## src/rtl/alu_op_sequencer.sv

```systemverilog
// alu_op_sequencer
//   Sequences the 16-bit ALU datapath between instruction decode and register
//   writeback. It accepts one request at a time and returns a registered
//   result with S/Z/C/V flags. ADD/SUB/AND/OR finish in one cycle. Shifts
//   (SLA/SRA/SLL/SRL) move one bit per clock.
//
// Ports
//   clk, rst_n            : clock (rising edge) and async active-low reset
//   req_valid/req_ready   : request handshake; req_op, req_a, req_b are
//                           sampled only at the accept edge
//   res_valid/res_ready   : result handshake; res_data and res_s/z/c/v are
//                           held stable while res_valid is high
//   busy                  : high whenever the sequencer is not idle
module alu_op_sequencer #(
  parameter int WIDTH = 16,
  parameter int SHW   = 4
) (
  input  logic             clk,
  input  logic             rst_n,
  input  logic             req_valid,
  output logic             req_ready,
  input  logic [2:0]       req_op,
  input  logic [WIDTH-1:0] req_a,
  input  logic [WIDTH-1:0] req_b,
  output logic             res_valid,
  input  logic             res_ready,
  output logic [WIDTH-1:0] res_data,
  output logic             res_s,
  output logic             res_z,
  output logic             res_c,
  output logic             res_v,
  output logic             busy
);

  typedef enum logic [1:0] {
    ST_IDLE  = 2'd0,
    ST_SHIFT = 2'd1,
    ST_DONE  = 2'd2
  } state_t;

  // Shift kind is req_op[1:0] of the shift ops: 4 SLA, 5 SRA, 6 SLL, 7 SRL.
  localparam logic [1:0]     KIND_SLA = 2'd0;
  localparam logic [1:0]     KIND_SRA = 2'd1;
  localparam logic [SHW-1:0] CNT_ONE  = {{(SHW-1){1'b0}}, 1'b1};

  state_t           state_q, state_d;
  logic [WIDTH-1:0] work_q, work_d;
  logic [SHW-1:0]   cnt_q, cnt_d;
  logic [1:0]       kind_q, kind_d;
  logic             sv_q, sv_d;          // sticky SLA overflow
  logic [WIDTH-1:0] res_data_q, res_data_d;
  logic             res_s_q, res_s_d, res_z_q, res_z_d;
  logic             res_c_q, res_c_d, res_v_q, res_v_d;
  logic             res_valid_q, res_valid_d;
  logic             req_ready_q, req_ready_d;
  logic             busy_q, busy_d;

  logic             load_s;
  logic [WIDTH-1:0] ld_data_s;
  logic             ld_c_s, ld_v_s;
  logic [WIDTH:0]   sum_s, diff_s;
  logic [WIDTH-1:0] step_s;
  logic             out_bit_s, msb_chg_s, fill_s;

  // One-bit shift step of the work register and its side effects.
  always_comb begin
    step_s    = work_q;
    out_bit_s = 1'b0;
    fill_s    = (kind_q == KIND_SRA) ? work_q[WIDTH-1] : 1'b0;
    msb_chg_s = (kind_q == KIND_SLA) && (work_q[WIDTH-1] != work_q[WIDTH-2]);
    if (kind_q[0] == 1'b0) begin
      step_s    = {work_q[WIDTH-2:0], 1'b0};
      out_bit_s = work_q[WIDTH-1];
    end else begin
      step_s    = {fill_s, work_q[WIDTH-1:1]};
      out_bit_s = work_q[0];
    end
  end

  // Next-state logic and selection of the value captured on entry to DONE.
  always_comb begin
    state_d   = state_q;
    work_d    = work_q;
    cnt_d     = cnt_q;
    kind_d    = kind_q;
    sv_d      = sv_q;
    load_s    = 1'b0;
    ld_data_s = {WIDTH{1'b0}};
    ld_c_s    = 1'b0;
    ld_v_s    = 1'b0;
    // Bit WIDTH of the zero-extended sum/difference is carry/borrow.
    sum_s     = {1'b0, req_a} + {1'b0, req_b};
    diff_s    = {1'b0, req_a} - {1'b0, req_b};
    case (state_q)
      ST_IDLE: begin
        if (req_valid) begin
          case (req_op)
            3'd0: begin
              load_s    = 1'b1;
              ld_data_s = sum_s[WIDTH-1:0];
              ld_c_s    = sum_s[WIDTH];
              ld_v_s    = (req_a[WIDTH-1] == req_b[WIDTH-1]) &&
                          (sum_s[WIDTH-1] != req_a[WIDTH-1]);
              state_d   = ST_DONE;
            end
            3'd1: begin
              load_s    = 1'b1;
              ld_data_s = diff_s[WIDTH-1:0];
              ld_c_s    = diff_s[WIDTH];
              ld_v_s    = (req_a[WIDTH-1] != req_b[WIDTH-1]) &&
                          (diff_s[WIDTH-1] != req_a[WIDTH-1]);
              state_d   = ST_DONE;
            end
            3'd2: begin
              load_s    = 1'b1;
              ld_data_s = req_a & req_b;
              state_d   = ST_DONE;
            end
            3'd3: begin
              load_s    = 1'b1;
              ld_data_s = req_a | req_b;
              state_d   = ST_DONE;
            end
            default: begin
              // Remaining opcodes are the shift family.
              if (req_b[SHW-1:0] == {SHW{1'b0}}) begin
                load_s    = 1'b1;
                ld_data_s = req_a;
                state_d   = ST_DONE;
              end else begin
                work_d  = req_a;
                cnt_d   = req_b[SHW-1:0];
                kind_d  = req_op[1:0];
                sv_d    = 1'b0;
                state_d = ST_SHIFT;
              end
            end
          endcase
        end else begin
          state_d = ST_IDLE;
        end
      end
      ST_SHIFT: begin
        work_d = step_s;
        cnt_d  = cnt_q - CNT_ONE;
        sv_d   = sv_q | msb_chg_s;
        if (cnt_q == CNT_ONE) begin
          load_s    = 1'b1;
          ld_data_s = step_s;
          ld_c_s    = out_bit_s;
          ld_v_s    = sv_q | msb_chg_s;
          state_d   = ST_DONE;
        end else begin
          state_d = ST_SHIFT;
        end
      end
      ST_DONE: begin
        if (res_ready) begin
          state_d = ST_IDLE;
        end else begin
          state_d = ST_DONE;
        end
      end
      default: begin
        state_d = ST_IDLE;
      end
    endcase
  end

  // Result/flag capture and handshake outputs, all computed for the next cycle.
  always_comb begin
    res_data_d  = res_data_q;
    res_c_d     = res_c_q;
    res_v_d     = res_v_q;
    res_s_d     = res_s_q;
    res_z_d     = res_z_q;
    if (load_s) begin
      res_data_d = ld_data_s;
      res_c_d    = ld_c_s;
      res_v_d    = ld_v_s;
      res_s_d    = ld_data_s[WIDTH-1];
      res_z_d    = (ld_data_s == {WIDTH{1'b0}});
    end else begin
      res_data_d = res_data_q;
    end
    req_ready_d = (state_d == ST_IDLE);
    busy_d      = (state_d != ST_IDLE);
    res_valid_d = (state_d == ST_DONE);
  end

  // State, datapath and output registers.
  always_ff @(posedge clk or negedge rst_n) begin
    if (!rst_n) begin
      state_q     <= ST_IDLE;
      work_q      <= {WIDTH{1'b0}};
      cnt_q       <= {SHW{1'b0}};
      kind_q      <= 2'd0;
      sv_q        <= 1'b0;
      res_data_q  <= {WIDTH{1'b0}};
      res_s_q     <= 1'b0;
      res_z_q     <= 1'b0;
      res_c_q     <= 1'b0;
      res_v_q     <= 1'b0;
      res_valid_q <= 1'b0;
      req_ready_q <= 1'b1;
      busy_q      <= 1'b0;
    end else begin
      state_q     <= state_d;
      work_q      <= work_d;
      cnt_q       <= cnt_d;
      kind_q      <= kind_d;
      sv_q        <= sv_d;
      res_data_q  <= res_data_d;
      res_s_q     <= res_s_d;
      res_z_q     <= res_z_d;
      res_c_q     <= res_c_d;
      res_v_q     <= res_v_d;
      res_valid_q <= res_valid_d;
      req_ready_q <= req_ready_d;
      busy_q      <= busy_d;
    end
  end

  assign req_ready = req_ready_q;
  assign res_valid = res_valid_q;
  assign res_data  = res_data_q;
  assign res_s     = res_s_q;
  assign res_z     = res_z_q;
  assign res_c     = res_c_q;
  assign res_v     = res_v_q;
  assign busy      = busy_q;

endmodule

```

## config.mk

```make
export PLATFORM = sky130hd
export DESIGN_NAME = alu_op_sequencer
export DESIGN_NICKNAME = d
export VERILOG_FILES = /design/src/rtl/alu_op_sequencer.sv
export SDC_FILE = /design/constraint.sdc
export NUM_CORES = 1
export LEC_CHECK = 0
export CAP_MARGIN = 20
export CELL_PAD_IN_SITES_DETAIL_PLACEMENT = 1
export CELL_PAD_IN_SITES_GLOBAL_PLACEMENT = 2
export CORE_MARGIN = 2
export CORE_UTILIZATION = 36
export DETAILED_ROUTE_END_ITERATION = 16
export PLACE_DENSITY = 0.95
export RECOVER_POWER = 100
export SLEW_MARGIN = 20
export SYNTH_ARGS = -nofsm -noshare
export SYNTH_HDL_FRONTEND = slang
export SYNTH_SLANG_ARGS = --single-unit
```

## constraint.sdc

```tcl
create_clock -name clk -period 5.05 [get_ports clk]
set_input_delay 1.01 -clock clk [delete_from_list [all_inputs] [get_ports clk]]
set_output_delay 1.01 -clock clk [all_outputs]
set_load 0.01 [all_outputs]
```

==> results by group, run 1 <==
Setup path
  • FF-to-FF End: res_z
  • Crit path launch type: primary input
  • CP Max Fanout: 5
  • Worst Path Arrival: 4.73 ns
  • Setup Crit Path Kind: in2reg
  • FF-to-FF setup slack: 1.41 ns
  • RR Startpoint: state_q[1]
  • Crit. End Element: flop
  • Critical Path Start: req_b[1]
  • Required @ worst endpoint: 5.27 ns
  • Reg2Reg Depth: 9
  • CP endpoint: res_z

Yosys
  • Synth top area share: 23.5%
  • Cell area after synthesis: 4890 µm²
  • Most frequent cell after synthesis: nand2_1
  • Mapped Cells: 610
  • Synth area leaders: dfrtp_1, ha_1, a21oi_1
  • Yosys top cell by area: dfrtp_1
  • EDFF count, synth: 0
  • Prevailing post-synth register cell: dfrtp_1
  • Post-synth top cells: nand2_1, inv_1, a21oi_1, ha_1, dfrtp_1
  • Seq/Total Area, Yosys: 24.1%
  • YS warnings: 0
  • Synthesized flop and latch total: 47
  • Netlist cell types: 74
  • Syn avg cell area: 8.02 µm²
  • Async SR Flop Fraction: 100%
  • Syn Nets: 704

Floorplan
  • Width of the die: 121 µm
  • I/O pins: 62
  • Core Box Area: 13200 µm²
  • Die footprint: 14500 µm²
  • DIE HEIGHT: 121 µm
  • Initial core utilization: 36.9%
  • Row count: 42

GRT
  • Initial antenna violation count: 0
  • Congestion Overflow GR: 0
  • Pin count of the biggest net entering global routing: 48
  • Gr usage total: 23.5%
  • Number of global-route vias before repair: 5092
  • First-pass GRT wire length: 27.1 mm

Clock network
  • Clk sink count: 47
  • CTS clk-pin slew, worst paths: 0.06 ns
  • Setup bufs post-CTS: 0
  • CTS Buffer Depth: 2
  • H-tree Lvls: 2
  • CTS tree: yes
  • Post-cts sizing count: 0
  • Clock latency at the later pin of the worst-skew pair: 0.29 ns
  • Hold buffer count at CTS: 0
  • CTS buffer count: 5
  • Clock Tree Root: clkbuf_16

Run status
  • Failing checks: max-capacitance violations, max-slew violations
  • Outcome: finished, violations left

Timing
  • Final worst slack: 0.541 ns
  • Slew Limit Headroom: -70.1%
  • Finish-stage setup viols: 0
  • F_max: 0.222 GHz
  • Layout Skew: 0.00404 ns
  • RSZ-0062 raised after global routing: no
  • Total Neg Setup Slack: 0 ns
  • Max-slew violation count: 48
  • Tcrit/Tclk final: 89.3%
  • Final Hold Viols: 0
  • Minimum clock period: 4.51 ns
  • Least-Margin Pin Slew: 2.55 ns

Drt
  • Antenna-violating nets left: 0
  • Remaining DRCs: 0
  • Post-Route WL: 16.9 mm
  • DRT Pass-1 Iters: 5
  • Initial drt markers: 241
  • Wire length per cell: 20.4 µm
  • Total number of vias: 4788
  • Vias/cell: 5.80

Flow run
  • Max-Cap Viols: 1

Final layout
  • NumNets Final: 743
  • Area delta synth->final: 17.0%
  • Share of layout cells above drive strength 1: 6.15%
  • # diodes: 0

Place
  • Post-DP HPWL: 13.0 mm
  • I/O Buffers: 61
  • Global placement routability congestion: 0.898
  • Dpl ws: 0.524 ns

Pwr
  • Worst vdd ir: 155 µV
  • P_leak: 2.60 nW
  • Power per cell area: 386 nW/µm²

Worst hold path
  • HP Class: reg2reg
[cells by family after synthesis]
family	share of synthesized area, %
compound gates	27.3
simple gates	15.4
buf+inv	7.80
fa+ha+maj	14.4
flops	24.1
mux	8.64
xor+xnor	2.33
[state kept, by name, summed over array words and instances, names as in the netlist]
register,flops
res_v,1
sv_q,1
state_q,2
res_valid,1
work_q,16
req_ready,1
res_data,16
res_z,1
kind_q,2
res_c,1
busy,1
cnt_q,4
[area by class of cell]
type	instances	area, µm²
fill	1609	7520
multi-input combinational	470	3310
sequential	47	1180
timing repair buffer	69	653
tap	176	220
inverter	56	210
clock buffer	7	143
clock inverter	1	5.00
[power breakdown]
part	leakage, nW	switching, W	internal, W	total (W)
clock network	0.0739	0.000142	0.000197	0.000339
logic	1.94	0.000632	0.000507	0.00114
registers	0.585	0.000175	0.000558	0.000732
[worst max-delay path, cell delays in order]
cell and delay, ns:
dlygate4sd3_1 0.69, inv_1 0.15, ha_1 0.33, or2_0 0.25, a221oi_1 0.53, o21ai_0 0.16
o2bb2ai_1 0.18, xnor2_1 0.20, o41ai_1 0.14, or4_1 0.61, nor4_1 0.26, nand4_1 0.13
nand2_1 0.10
[layout by cell type (no fill, tap or decap), types with 4 or more instances in the layout]
master / synthesis / layout
clkdlybuf4s50_1: 0 / 34
o41ai_1: 4 / 5
xnor2_1: 12 / 12
clkbuf_16: 0 / 5
nor2b_1: 8 / 8
nand4_1: 4 / 4
a22oi_1: 6 / 6
mux2_2: 16 / 15
o22ai_1: 4 / 4
buf_4: 1 / 5
a221oi_1: 2 / 4
nand3_1: 7 / 7
a211oi_1: 5 / 5
nand2b_1: 6 / 6
nand2_1: 62 / 62
dfrtp_1: 46 / 46
a21o_1: 16 / 16
o21ai_0: 44 / 45
a31oi_1: 7 / 7
o221ai_1: 4 / 4
o31ai_1: 4 / 4
inv_1: 55 / 55
nor3_1: 12 / 12
ha_1: 53 / 53
o211ai_1: 7 / 7
o21bai_1: 4 / 4
nor2_1: 45 / 45
clkbuf_1: 20 / 5
dlygate4sd3_1: 0 / 26
a21oi_1: 53 / 53
mux2i_1: 22 / 22
[per-layer routing]
layer	GRT usage, %	wire length, µm
met5	0	0
met4	7.34	495
met3	2.97	778
met2	42.4	8510
met1	29.1	7090
[metrics by stage]
| step | instances | area, µm² | power (W) | utilization (%) | hold slack (ns) |
|---|---|---|---|---|---|
| CTS | 826 | 5760 | 0.00226 | 43.5 | 0.483 |
| global route | 826 | 5720 | 0.00236 | 43.2 | 0.488 |
| floorplan | 610 | 4890 | 0.00143 | - | 0.467 |
| global placement | 818 | 5610 | 0.00185 | 42.4 | 0.464 |
| finish | 826 | 5720 | 0.00221 | 43.2 | 0.478 |
| detailed placement | 818 | 5610 | 0.00191 | 42.4 | 0.469 |
[how the worst min path moves through the flow]
stage,start,cells after the start,to,slack (ns)
after global placement,res_data[7],1,res_data[7],0.46
after detailed placement,res_data[0],1,res_data[0],0.47
after floorplan,cnt_q[3],2,cnt_q[3],0.47
after CTS,res_data[9],1,res_data[9],0.48
after global routing,res_data[9],1,res_data[9],0.49
final,res_data[9],1,res_data[9],0.48
Note: power is estimated with default switching activity, not from simulation.
==> run 2: changes to the inputs <==
--- a/config.mk
+++ b/config.mk
@@ -8,7 +8,6 @@
 export CAP_MARGIN = 20
 export CELL_PAD_IN_SITES_DETAIL_PLACEMENT = 1
 export CELL_PAD_IN_SITES_GLOBAL_PLACEMENT = 2
-export CORE_MARGIN = 2
 export CORE_UTILIZATION = 36
 export DETAILED_ROUTE_END_ITERATION = 16
 export PLACE_DENSITY = 0.95
==> run 2 against run 1 <==
  * Die area down 3.3%
  * Highest routed layer unchanged
  * Combinational power barely moved
  * The run still ends with max-capacitance violations, max-slew violations left
  * Cell count is the same
==> results by group, run 2 (synthesis results as in run 1) <==
Clock network
  • Hold buffer count at CTS: 0
  • Post-cts sizing count: 0
  • CTS Buffer Depth: 2
  • CTS clk-pin slew, worst paths: 0.06 ns
  • H-tree Lvls: 2
  • Clock Tree Root: clkbuf_16
  • Clock latency at the later pin of the worst-skew pair: 0.29 ns
  • Clk sink count: 47
  • Setup bufs post-CTS: 0
  • CTS buffer count: 5
  • CTS tree: yes

GRT
  • Congestion Overflow GR: 0
  • Number of global-route vias before repair: 5049
  • Initial antenna violation count: 0
  • Gr usage total: 24.0%
  • Pin count of the biggest net entering global routing: 48
  • First-pass GRT wire length: 27.0 mm

Place
  • Global placement routability congestion: 0.865
  • Dpl cells: 818
  • Post-DP HPWL: 12.7 mm
  • I/O Buffers: 61

Drt
  • Post-Route WL: 16.6 mm
  • Vias/cell: 5.80
  • Initial drt markers: 246
  • Antenna-violating nets left: 0
  • DRT Pass-1 Iters: 5
  • Wire length per cell: 20.1 µm
  • Remaining DRCs: 0
  • Total number of vias: 4793

Setup path
  • Setup Crit Path Kind: in2reg
  • Worst Path Arrival: 4.78 ns
  • CP Max Fanout: 5
  • FF-to-FF setup slack: 1.45 ns
  • Required @ worst endpoint: 5.28 ns
  • Crit path launch type: primary input
  • Crit. End Element: flop

Floorplan
  • DIE HEIGHT: 119 µm
  • Die footprint: 14100 µm²
  • Width of the die: 119 µm
  • I/O pins: 62
  • Initial core utilization: 36.9%
  • Core Box Area: 13200 µm²
  • Row count: 42

Final layout
  • Core Util, Final: 43.5%
  • Share of layout cells above drive strength 1: 6.15%
  • # diodes: 0
  • Area delta synth->final: 17.8%
  • NumNets Final: 743
  • Most frequent cells in the layout: nand2_1, inv_1, a21oi_1, ha_1, dfrtp_1
  • Commonest non-fill, non-tap cell in the layout: nand2_1
  • Post-Layout Cell Count: 826

Timing
  • Finish-stage setup viols: 0
  • Slew Limit Headroom: -70.0%
  • Max-slew violation count: 48
  • RSZ-0062 raised after global routing: no
  • Least-Margin Pin Slew: 2.55 ns
  • Minimum clock period: 4.55 ns
  • F_max: 0.220 GHz
  • Total Neg Setup Slack: 0 ns
  • Tcrit/Tclk final: 90.1%
  • Final Hold Viols: 0
  • Layout Skew: 0.00524 ns

Pwr
  • Internal: 0.00135 W
  • Sequential share of power: 32.1%
  • Sw frac: 41.0%
  • Power per cell area: 397 nW/µm²
  • Sw Pwr: 0.000938 W
  • Clock share of power: 18.6%
  • Logic pwr share: 49.3%
  • Worst vdd ir: 183 µV
  • P_leak: 2.62 nW

Run status
  • Failing checks: max-capacitance violations, max-slew violations
  • Outcome: finished, violations left

Worst hold path
  • HP Class: reg2reg

Flow run
  • Max-Cap Viols: 1
## run 2: cell type report
| class | count | area (µm²) |
|---|---|---|
| Sequential cell | 47 | 1180 |
| Timing Repair Buffer | 69 | 653 |
| Fill cell | 1605 | 7480 |
| Tap cell | 176 | 220 |
| Clock buffer | 6 | 129 |
| Multi-Input combinational cell | 470 | 3310 |
| Inverter | 56 | 210 |
| Clock inverter | 2 | 60.1 |
## run 2: per-layer routing
layer / global-route usage (%) / vias to the layer above / share of wire (%)
li1: - / 2249 / -
met1: 30.7 / 2397 / 44
met2: 41.9 / 115 / 50
met3: 2.17 / 32 / 3.3
met4: 8.39 / 0 / 2.5
met5: 0 / - / 0
## run 2: worst paths after layout
kind	start	end	depth (start not counted)
max in group asynchronous	rst_n	res_c	1
worst min register to register	res_data[4]	res_data[4]	1
worst max-delay path	req_a[1]	res_z	13
worst max register to register	state_q[1]	res_z	9
worst min-delay path	res_data[4]	res_data[4]	1
min in group asynchronous	rst_n	cnt_q[0]	1
## run 2: through the flow
stage | setup WS, ns | cell area, µm² | total power, W | hold slack (ns)
floorplan | 1.65 | 4890 | 0.00143 | 0.467
global placement | 0.658 | 5610 | 0.00184 | 0.463
detailed placement | 0.562 | 5610 | 0.00189 | 0.469
CTS | 0.822 | 5800 | 0.00233 | 0.486
global route | 0.292 | 5760 | 0.00244 | 0.502
finish | 0.502 | 5760 | 0.00229 | 0.477
## run 2: worst max-delay path, cell delays in order
cell and delay [ns]:
dlygate4sd3_1 0.63, inv_1 0.14, ha_1 0.34, or2_0 0.14, a221oi_1 0.13, o311ai_0 0.64
a31oi_1 0.31, a221oi_2 0.45, mux2i_1 0.30, o221ai_1 0.22, o21ba_2 0.30, nand4_1 0.09
nand2_1 0.08
## run 2: power groups by stage
stage	sequential (W)	combinational (W)	clock, W
CTS	0.000737	0.00117	0.000429
global route	0.000755	0.00124	0.000446
detailed placement	0.000739	0.00115	0
finish	0.000734	0.00113	0.000425
global placement	0.000726	0.00112	0
floorplan	0.000697	0.000732	0
